$ cat src/rtl/mc_controller_pkg.sv
// Shared constants for the multi-cycle MIPS main controller: FSM state codes,
// opcode/funct codes, ALU operation codes, datapath mux selects and the
// decoded instruction-class payload passed from instr_decode to the FSM.
package mc_controller_pkg;

   localparam int unsigned STATE_W = 3;
   localparam int unsigned OP_W    = 6;
   localparam int unsigned ALU_W   = 3;
   localparam int unsigned SEL_W   = 2;
   localparam int unsigned NPC_W   = 3;

   // FSM state codes (also visible on the debug state port)
   localparam logic [STATE_W-1:0] FETCH  = 3'd0;
   localparam logic [STATE_W-1:0] DECODE = 3'd1;
   localparam logic [STATE_W-1:0] EXEC   = 3'd2;
   localparam logic [STATE_W-1:0] MEM    = 3'd3;
   localparam logic [STATE_W-1:0] WB     = 3'd4;

   // Opcodes (IR[31:26])
   localparam logic [OP_W-1:0] OP_RTYPE = 6'b000000;
   localparam logic [OP_W-1:0] OP_ORI   = 6'b001101;
   localparam logic [OP_W-1:0] OP_LUI   = 6'b001111;
   localparam logic [OP_W-1:0] OP_LW    = 6'b100011;
   localparam logic [OP_W-1:0] OP_SW    = 6'b101011;
   localparam logic [OP_W-1:0] OP_BEQ   = 6'b000100;
   localparam logic [OP_W-1:0] OP_JAL   = 6'b000011;

   // Function codes (IR[5:0]) for opcode 0
   localparam logic [OP_W-1:0] FN_ADD = 6'b100000;
   localparam logic [OP_W-1:0] FN_SUB = 6'b100010;
   localparam logic [OP_W-1:0] FN_JR  = 6'b001000;
   localparam logic [OP_W-1:0] FN_NOP = 6'b000000;

   // ALU operations
   localparam logic [ALU_W-1:0] ALU_ADD = 3'd0;
   localparam logic [ALU_W-1:0] ALU_SUB = 3'd1;
   localparam logic [ALU_W-1:0] ALU_OR  = 3'd2;
   localparam logic [ALU_W-1:0] ALU_LUI = 3'd3;

   // GRF write-address select
   localparam logic [SEL_W-1:0] RD_RT = 2'd0;
   localparam logic [SEL_W-1:0] RD_RD = 2'd1;
   localparam logic [SEL_W-1:0] RD_RA = 2'd2;

   // GRF write-data select
   localparam logic [SEL_W-1:0] RS_ALU = 2'd0;
   localparam logic [SEL_W-1:0] RS_MEM = 2'd1;
   localparam logic [SEL_W-1:0] RS_PC4 = 2'd2;

   // Next-PC select
   localparam logic [NPC_W-1:0] NPC_PC4 = 3'd0;
   localparam logic [NPC_W-1:0] NPC_BEQ = 3'd1;
   localparam logic [NPC_W-1:0] NPC_J   = 3'd2;
   localparam logic [NPC_W-1:0] NPC_JR  = 3'd3;

   // One-hot instruction class; exactly one field is set for any opcode/funct
   typedef struct packed {
      logic add;
      logic sub;
      logic jr;
      logic nop;
      logic ori;
      logic lui;
      logic lw;
      logic sw;
      logic beq;
      logic jal;
      logic illegal;
   } instr_class_t;

endpackage

$ cat src/rtl/mc_controller_instr_decode.sv
// Combinational instruction classifier.
// Ports:
//   opcode_i : IR[31:26]
//   funct_i  : IR[5:0]
//   cls_o    : one-hot instruction class (illegal set for anything unsupported)
module instr_decode
   import mc_controller_pkg::*;
(
   input  logic [OP_W-1:0] opcode_i,
   input  logic [OP_W-1:0] funct_i,
   output instr_class_t    cls_o
);

   // Opcode/funct to class; unknown encodings fall through to illegal
   always_comb begin
      cls_o = '0;
      case (opcode_i)
         OP_RTYPE: begin
            case (funct_i)
               FN_ADD:  cls_o.add     = 1'b1;
               FN_SUB:  cls_o.sub     = 1'b1;
               FN_JR:   cls_o.jr      = 1'b1;
               FN_NOP:  cls_o.nop     = 1'b1;
               default: cls_o.illegal = 1'b1;
            endcase
         end
         OP_ORI:  cls_o.ori     = 1'b1;
         OP_LUI:  cls_o.lui     = 1'b1;
         OP_LW:   cls_o.lw      = 1'b1;
         OP_SW:   cls_o.sw      = 1'b1;
         OP_BEQ:  cls_o.beq     = 1'b1;
         OP_JAL:  cls_o.jal     = 1'b1;
         default: cls_o.illegal = 1'b1;
      endcase
   end

endmodule

$ cat src/rtl/mc_controller.sv
// Multi-cycle main controller for the shared MIPS datapath.
// Sequences FETCH/DECODE/EXEC/MEM/WB, drives all datapath enables and mux
// selects combinationally from the current state and IR fields, handshakes
// with instruction/data memory and counts retired instructions.
// Ports:
//   clk, reset (async, active-low)
//   opcode, funct, zero          : IR fields and ALU zero flag
//   imem_ready, dmem_ready       : memory handshakes
//   imem_req, dmem_req, dmem_we  : memory requests
//   ir_we, pc_we, reg_we         : datapath write enables
//   reg_dst, reg_src, alu_src, alu_ctrl, ext_op, npc_sel : datapath selects
//   illegal                      : one-cycle pulse on unsupported instruction
//   state                        : current FSM state (debug)
//   retired                      : retired-instruction count (wraps)
module mc_controller
   import mc_controller_pkg::*;
#(
   parameter int unsigned CNT_W = 32
) (
   input  logic               clk,
   input  logic               reset,
   input  logic [OP_W-1:0]    opcode,
   input  logic [OP_W-1:0]    funct,
   input  logic               zero,
   input  logic               imem_ready,
   input  logic               dmem_ready,
   output logic               imem_req,
   output logic               dmem_req,
   output logic               dmem_we,
   output logic               ir_we,
   output logic               pc_we,
   output logic               reg_we,
   output logic [SEL_W-1:0]   reg_dst,
   output logic [SEL_W-1:0]   reg_src,
   output logic               alu_src,
   output logic [ALU_W-1:0]   alu_ctrl,
   output logic               ext_op,
   output logic [NPC_W-1:0]   npc_sel,
   output logic               illegal,
   output logic [STATE_W-1:0] state,
   output logic [CNT_W-1:0]   retired
);

   logic [STATE_W-1:0] state_q, state_d;
   logic [CNT_W-1:0]   retired_q;
   instr_class_t       cls;
   logic               ex_alu_src;
   logic [ALU_W-1:0]   ex_alu_ctrl;
   logic               ex_ext_op;

   instr_decode u_instr_decode (
      .opcode_i (opcode),
      .funct_i  (funct),
      .cls_o    (cls)
   );

   // ALU setup per instruction; held through EXEC, MEM and WB so the
   // address and result stay stable until they are consumed
   always_comb begin
      ex_alu_src  = 1'b0;
      ex_alu_ctrl = ALU_ADD;
      ex_ext_op   = 1'b0;
      if (cls.ori) begin
         ex_alu_src  = 1'b1;
         ex_alu_ctrl = ALU_OR;
      end else if (cls.lui) begin
         ex_alu_src  = 1'b1;
         ex_alu_ctrl = ALU_LUI;
      end else if (cls.lw || cls.sw) begin
         ex_alu_src  = 1'b1;
         ex_ext_op   = 1'b1;
      end else if (cls.sub || cls.beq) begin
         ex_alu_ctrl = ALU_SUB;
      end
   end

   // State register and retired counter
   always_ff @(posedge clk or negedge reset) begin
      if (!reset) begin
         state_q   <= FETCH;
         retired_q <= '0;
      end else begin
         state_q <= state_d;
         if (pc_we) begin
            retired_q <= retired_q + CNT_W'(1);
         end
      end
   end

   // Next state and outputs; everything is forced low while reset is held so
   // a reset mid-instruction cancels any in-flight write immediately
   always_comb begin
      state_d  = state_q;
      imem_req = 1'b0;
      dmem_req = 1'b0;
      dmem_we  = 1'b0;
      ir_we    = 1'b0;
      pc_we    = 1'b0;
      reg_we   = 1'b0;
      reg_dst  = RD_RT;
      reg_src  = RS_ALU;
      alu_src  = 1'b0;
      alu_ctrl = ALU_ADD;
      ext_op   = 1'b0;
      npc_sel  = NPC_PC4;
      illegal  = 1'b0;
      if (reset) begin
         case (state_q)
            FETCH: begin
               imem_req = 1'b1;
               if (imem_ready) begin
                  ir_we   = 1'b1;
                  state_d = DECODE;
               end
            end
            DECODE: begin
               if (cls.jal) begin
                  reg_we  = 1'b1;
                  reg_dst = RD_RA;
                  reg_src = RS_PC4;
                  pc_we   = 1'b1;
                  npc_sel = NPC_J;
                  state_d = FETCH;
               end else if (cls.jr) begin
                  pc_we   = 1'b1;
                  npc_sel = NPC_JR;
                  state_d = FETCH;
               end else if (cls.nop || cls.illegal) begin
                  pc_we   = 1'b1;
                  illegal = cls.illegal;
                  state_d = FETCH;
               end else begin
                  state_d = EXEC;
               end
            end
            EXEC: begin
               alu_src  = ex_alu_src;
               alu_ctrl = ex_alu_ctrl;
               ext_op   = ex_ext_op;
               if (cls.beq) begin
                  // NPC picks the branch target itself from zero
                  pc_we   = 1'b1;
                  npc_sel = NPC_BEQ;
                  state_d = FETCH;
               end else if (cls.lw || cls.sw) begin
                  state_d = MEM;
               end else begin
                  state_d = WB;
               end
            end
            MEM: begin
               alu_src  = ex_alu_src;
               alu_ctrl = ex_alu_ctrl;
               ext_op   = ex_ext_op;
               dmem_req = 1'b1;
               dmem_we  = cls.sw;
               if (dmem_ready) begin
                  if (cls.sw) begin
                     pc_we   = 1'b1;
                     state_d = FETCH;
                  end else begin
                     state_d = WB;
                  end
               end
            end
            WB: begin
               alu_src  = ex_alu_src;
               alu_ctrl = ex_alu_ctrl;
               ext_op   = ex_ext_op;
               reg_we   = 1'b1;
               reg_dst  = (cls.add || cls.sub) ? RD_RD : RD_RT;
               reg_src  = cls.lw ? RS_MEM : RS_ALU;
               pc_we    = 1'b1;
               state_d  = FETCH;
            end
            default: state_d = FETCH;
         endcase
      end
   end

   assign state   = state_q;
   assign retired = retired_q;

endmodule
$ cat config.mk
export PLATFORM = sky130hd
export DESIGN_NAME = mc_controller
export DESIGN_NICKNAME = d
export VERILOG_FILES = /design/src/rtl/mc_controller_pkg.sv /design/src/rtl/mc_controller_instr_decode.sv /design/src/rtl/mc_controller.sv
export SDC_FILE = /design/constraint.sdc
export NUM_CORES = 1
export LEC_CHECK = 0
export BUFFER_PORTS_ARGS = -buffer_cell sky130_fd_sc_hd__buf_2
export CAP_MARGIN = 0
export CORE_AREA = 2 2 61 91
export CTS_CLUSTER_SIZE = 10
export DETAILED_ROUTE_END_ITERATION = 7
export DIE_AREA = 0 0 63 93
export PLACE_DENSITY = 0.77
export SYNTH_ARGS = -nofsm -noshare
export SYNTH_HDL_FRONTEND = slang
export SYNTH_SLANG_ARGS = --single-unit
$ cat constraint.sdc
create_clock -name clk -period 1.9 [get_ports clk]
set_input_delay 0.095 -clock clk [delete_from_list [all_inputs] [get_ports clk]]
set_output_delay 0.095 -clock clk [all_outputs]
set_load 0.005 [all_outputs]
==> impl_results.md <==
* DRC viols at 0
* Skew-Pair Late Insertion Delay at 280 ps
* RSZ-0062 raised after global routing: true
* Remaining antenna violation count at 0
* Core Util, Final at 0.642
* Core area at 5080 µm²
* Most common library cells after synthesis: 35 x dfrtp_1, 29 x xor2_1, 19 x nor2_1, 18 x nand2_1
* Status: complete, no violations
* Top area cells in the synthesized netlist: dfrtp_1 39%, xor2_1 11%, nor4_2 8.3%
* Worst Path Class, Setup: reg2reg
* Worst EP arrival at 2080 ps
* Dpl cells at 396
* Post-synth EDFFs at 0
* Internal at 0.00133 W
* Seq/Total Area, Yosys at 0.388
* Max Buffers Root-to-Sink at 2
* Synth warn at 0
* Fin. max-slew vios at 0
* Endpoint type of the worst setup path: register
* FMAX at 536 MHz
* WL per Instance at 14.9 µm
* DR iter-0 viols at 100
* Most frequent cell after synthesis: dfrtp_1
* Clk root buf: clkbuf_8
* Final GP Congestion at 0.882
* Post-synthesis register bit count at 35
* Hpwl dp at 4.54 mm
* Largest net degree at the start of global routing at 23
* Final min period at 1870 ps
* Reg2reg start: retired[1]
* Cells after Synth at 231
* Clk sinks at 35
* Reg2Reg Setup Slack at 30 ps
* Post-Syn Area at 2250 µm²
* Clk pwr share at 0.286
* P per Cell Area at 578 nW/µm²
* Grt ovf at 0
* Final period utilization at 0.982
* Startpoint types: register
* CTS tree: yes
* Logic pwr share at 0.259
* Initial core utilization at 0.443
* DR vias/cell at 5.45
* Reg2Reg Depth at 6
* Worst Skew at 8.32 ps
* Global-route wire length before repair at 9.82 mm
* NumNets Final at 362
* Setup Viol. Count Final at 0
* Die height at 93 µm
* Die X at 63 µm
* Critical Path RT at 2110 ps
* Share of layout cells above drive strength 1 at 0.462
* Total track usage at 0.210
* CP Max Fanout at 5
* Sequential Power Share at 0.455
* Worst-path clk slew at 70 ps
* Die area at 5860 µm²
* End of the worst hold path: state[0]
* CTS Buf Count at 5
* Pre-antenna DRT Iters at 4
* Final Hold Fails at 0
* Setup WS pre-CTS at -108 ps
* Initial antenna violation count at 0
* Top cell type's share of synthesized area at 0.388
* Hold depth at 4
* Vias in the first global route at 2177
* Post-Layout Cell Count at 412
* Sw Ratio at 0.294
* Total net switching power at 0.000554 W
* Reg-to-reg endpoint: retired[23]
* Yosys cell types at 45
* Via count at 2247
* Biggest area consumer among synthesized cells: dfrtp_1
* Layout area overhead at 44.7%
* Site Rows at 32
* Htree depth at 2
* Top_reg_cell synth: dfrtp_1
* Synth Area per Inst at 9.76 µm²
* Setup WS post-layout at 33.3 ps
* Static Leak at 1.64 nW
* Drt total wl at 6.15 mm
* Hold path start: dmem_ready
* Worst vdd ir at 0.000637 V
* Worst hold path type: in2reg
* Max-capacitance violation count at 0
* Port Buf Inserts at 67
* I/O Pins at 71
* Diodes inserted at 0
* Asr flop ratio synth at 1.00
worst max path at each step:
stage | cells after the start | end | slack [ps] | from
finish | 6 | retired[23] | 30 | retired[1]
CTS | 7 | pc_we | 3 | state[1]
global route | 6 | retired[23] | -60 | retired[1]
floorplan | 6 | retired[1] | 2 | state[1]
global placement | 7 | retired[24] | -50 | opcode[2]
detailed placement | 7 | retired[9] | -110 | opcode[2]
power groups by stage:
stage / Sequential (W) / Combinational, W / Clock, W
4_1_cts: 0.000857 / 0.000459 / 0.000546
3_3_place_gp: 0.000865 / 0.000432 / 0
3_5_place_dp: 0.000870 / 0.000441 / 0
5_1_grt: 0.000865 / 0.000526 / 0.000594
2_1_floorplan: 0.000885 / 0.000172 / 0
6_report: 0.000858 / 0.000488 / 0.000539
repair_timing:
| action | 4_1_cts | 5_1_grt |
|---|---|---|
| pin swaps | 4 | 12 |
| endpoints found under the setup margin | 12 | 14 |
| endpoints found under the hold margin | 15 | 0 |
| cloned | 0 | 0 |
| hold buffers | 1 | 0 |
| setup buffers | 6 | 4 |
| gates resized for setup | 4 | 22 |
per-stage QoR:
stage	total power [W]	cell area [µm²]	setup TNS, ps	hold slack (ps)
after detailed placement	0.00131	2960	-1490	278
after CTS	0.00186	3120	0	203
after global routing	0.00199	3260	-96.1	228
final	0.00189	3260	0	204
after floorplan	0.00106	2270	0	-201
after global placement	0.00130	2960	-355	267
final cells by class:
class | instances | area [µm²]
fillers | 407 | 1820
well taps | 68 | 85.1
multi-input cells | 182 | 1410
flip-flops and latches | 35 | 877
inverters | 5 | 18.8
clock buffers | 6 | 82.6
clock inverters | 1 | 5.00
repair buffers | 115 | 783
worst max-delay path, stage by stage (launching register included):
cell and delay, ps:
dfrtp_1 400, nand4_1 160, nor4_1 390, nand3_1 140
buf_4 190, nor4_1 320, xor2_1 180
layer usage:
metal,share of wire,vias up,global-route usage
met2,0.53,75,0.367
li1,-,1070,-
met5,0,-,0
met3,0.045,17,0.0397
met1,0.39,1085,0.238
met4,0.028,0,0.119
layout by cell type, fill, tap and decap left out, types with 10 or more instances in the layout:
| cell type | n |
|---|---|
| dfrtp_1 | 34 |
| nor3_1 | 11 |
| nor4_2 | 16 |
| nor2_1 | 18 |
| nand3_1 | 15 |
| buf_4 | 39 |
| buf_2 | 66 |
| nand2_1 | 17 |
| xor2_1 | 29 |
| nand4_1 | 10 |
sequential cells by signal, indices dropped and copies added (netlist names):
register	flops
state	3
retired	32
cells by family (layout without fill, tap and decap cells):
| kind of cell | Yosys count | in the layout | share of synthesized area |
|---|---|---|---|
| xor+xnor | 31 | 31 | 0.120 |
| buf+inv | 15 | 127 | 0.0372 |
| mux | 3 | 3 | 0.0144 |
| compound gates | 22 | 22 | 0.0838 |
| flops | 35 | 35 | 0.388 |
| fa+ha+maj | 1 | 1 | 0.00555 |
| other cells | 1 | 2 | 0.00166 |
| simple gates | 123 | 123 | 0.349 |
No activity file was read; power rests on OpenSTA's default activity.
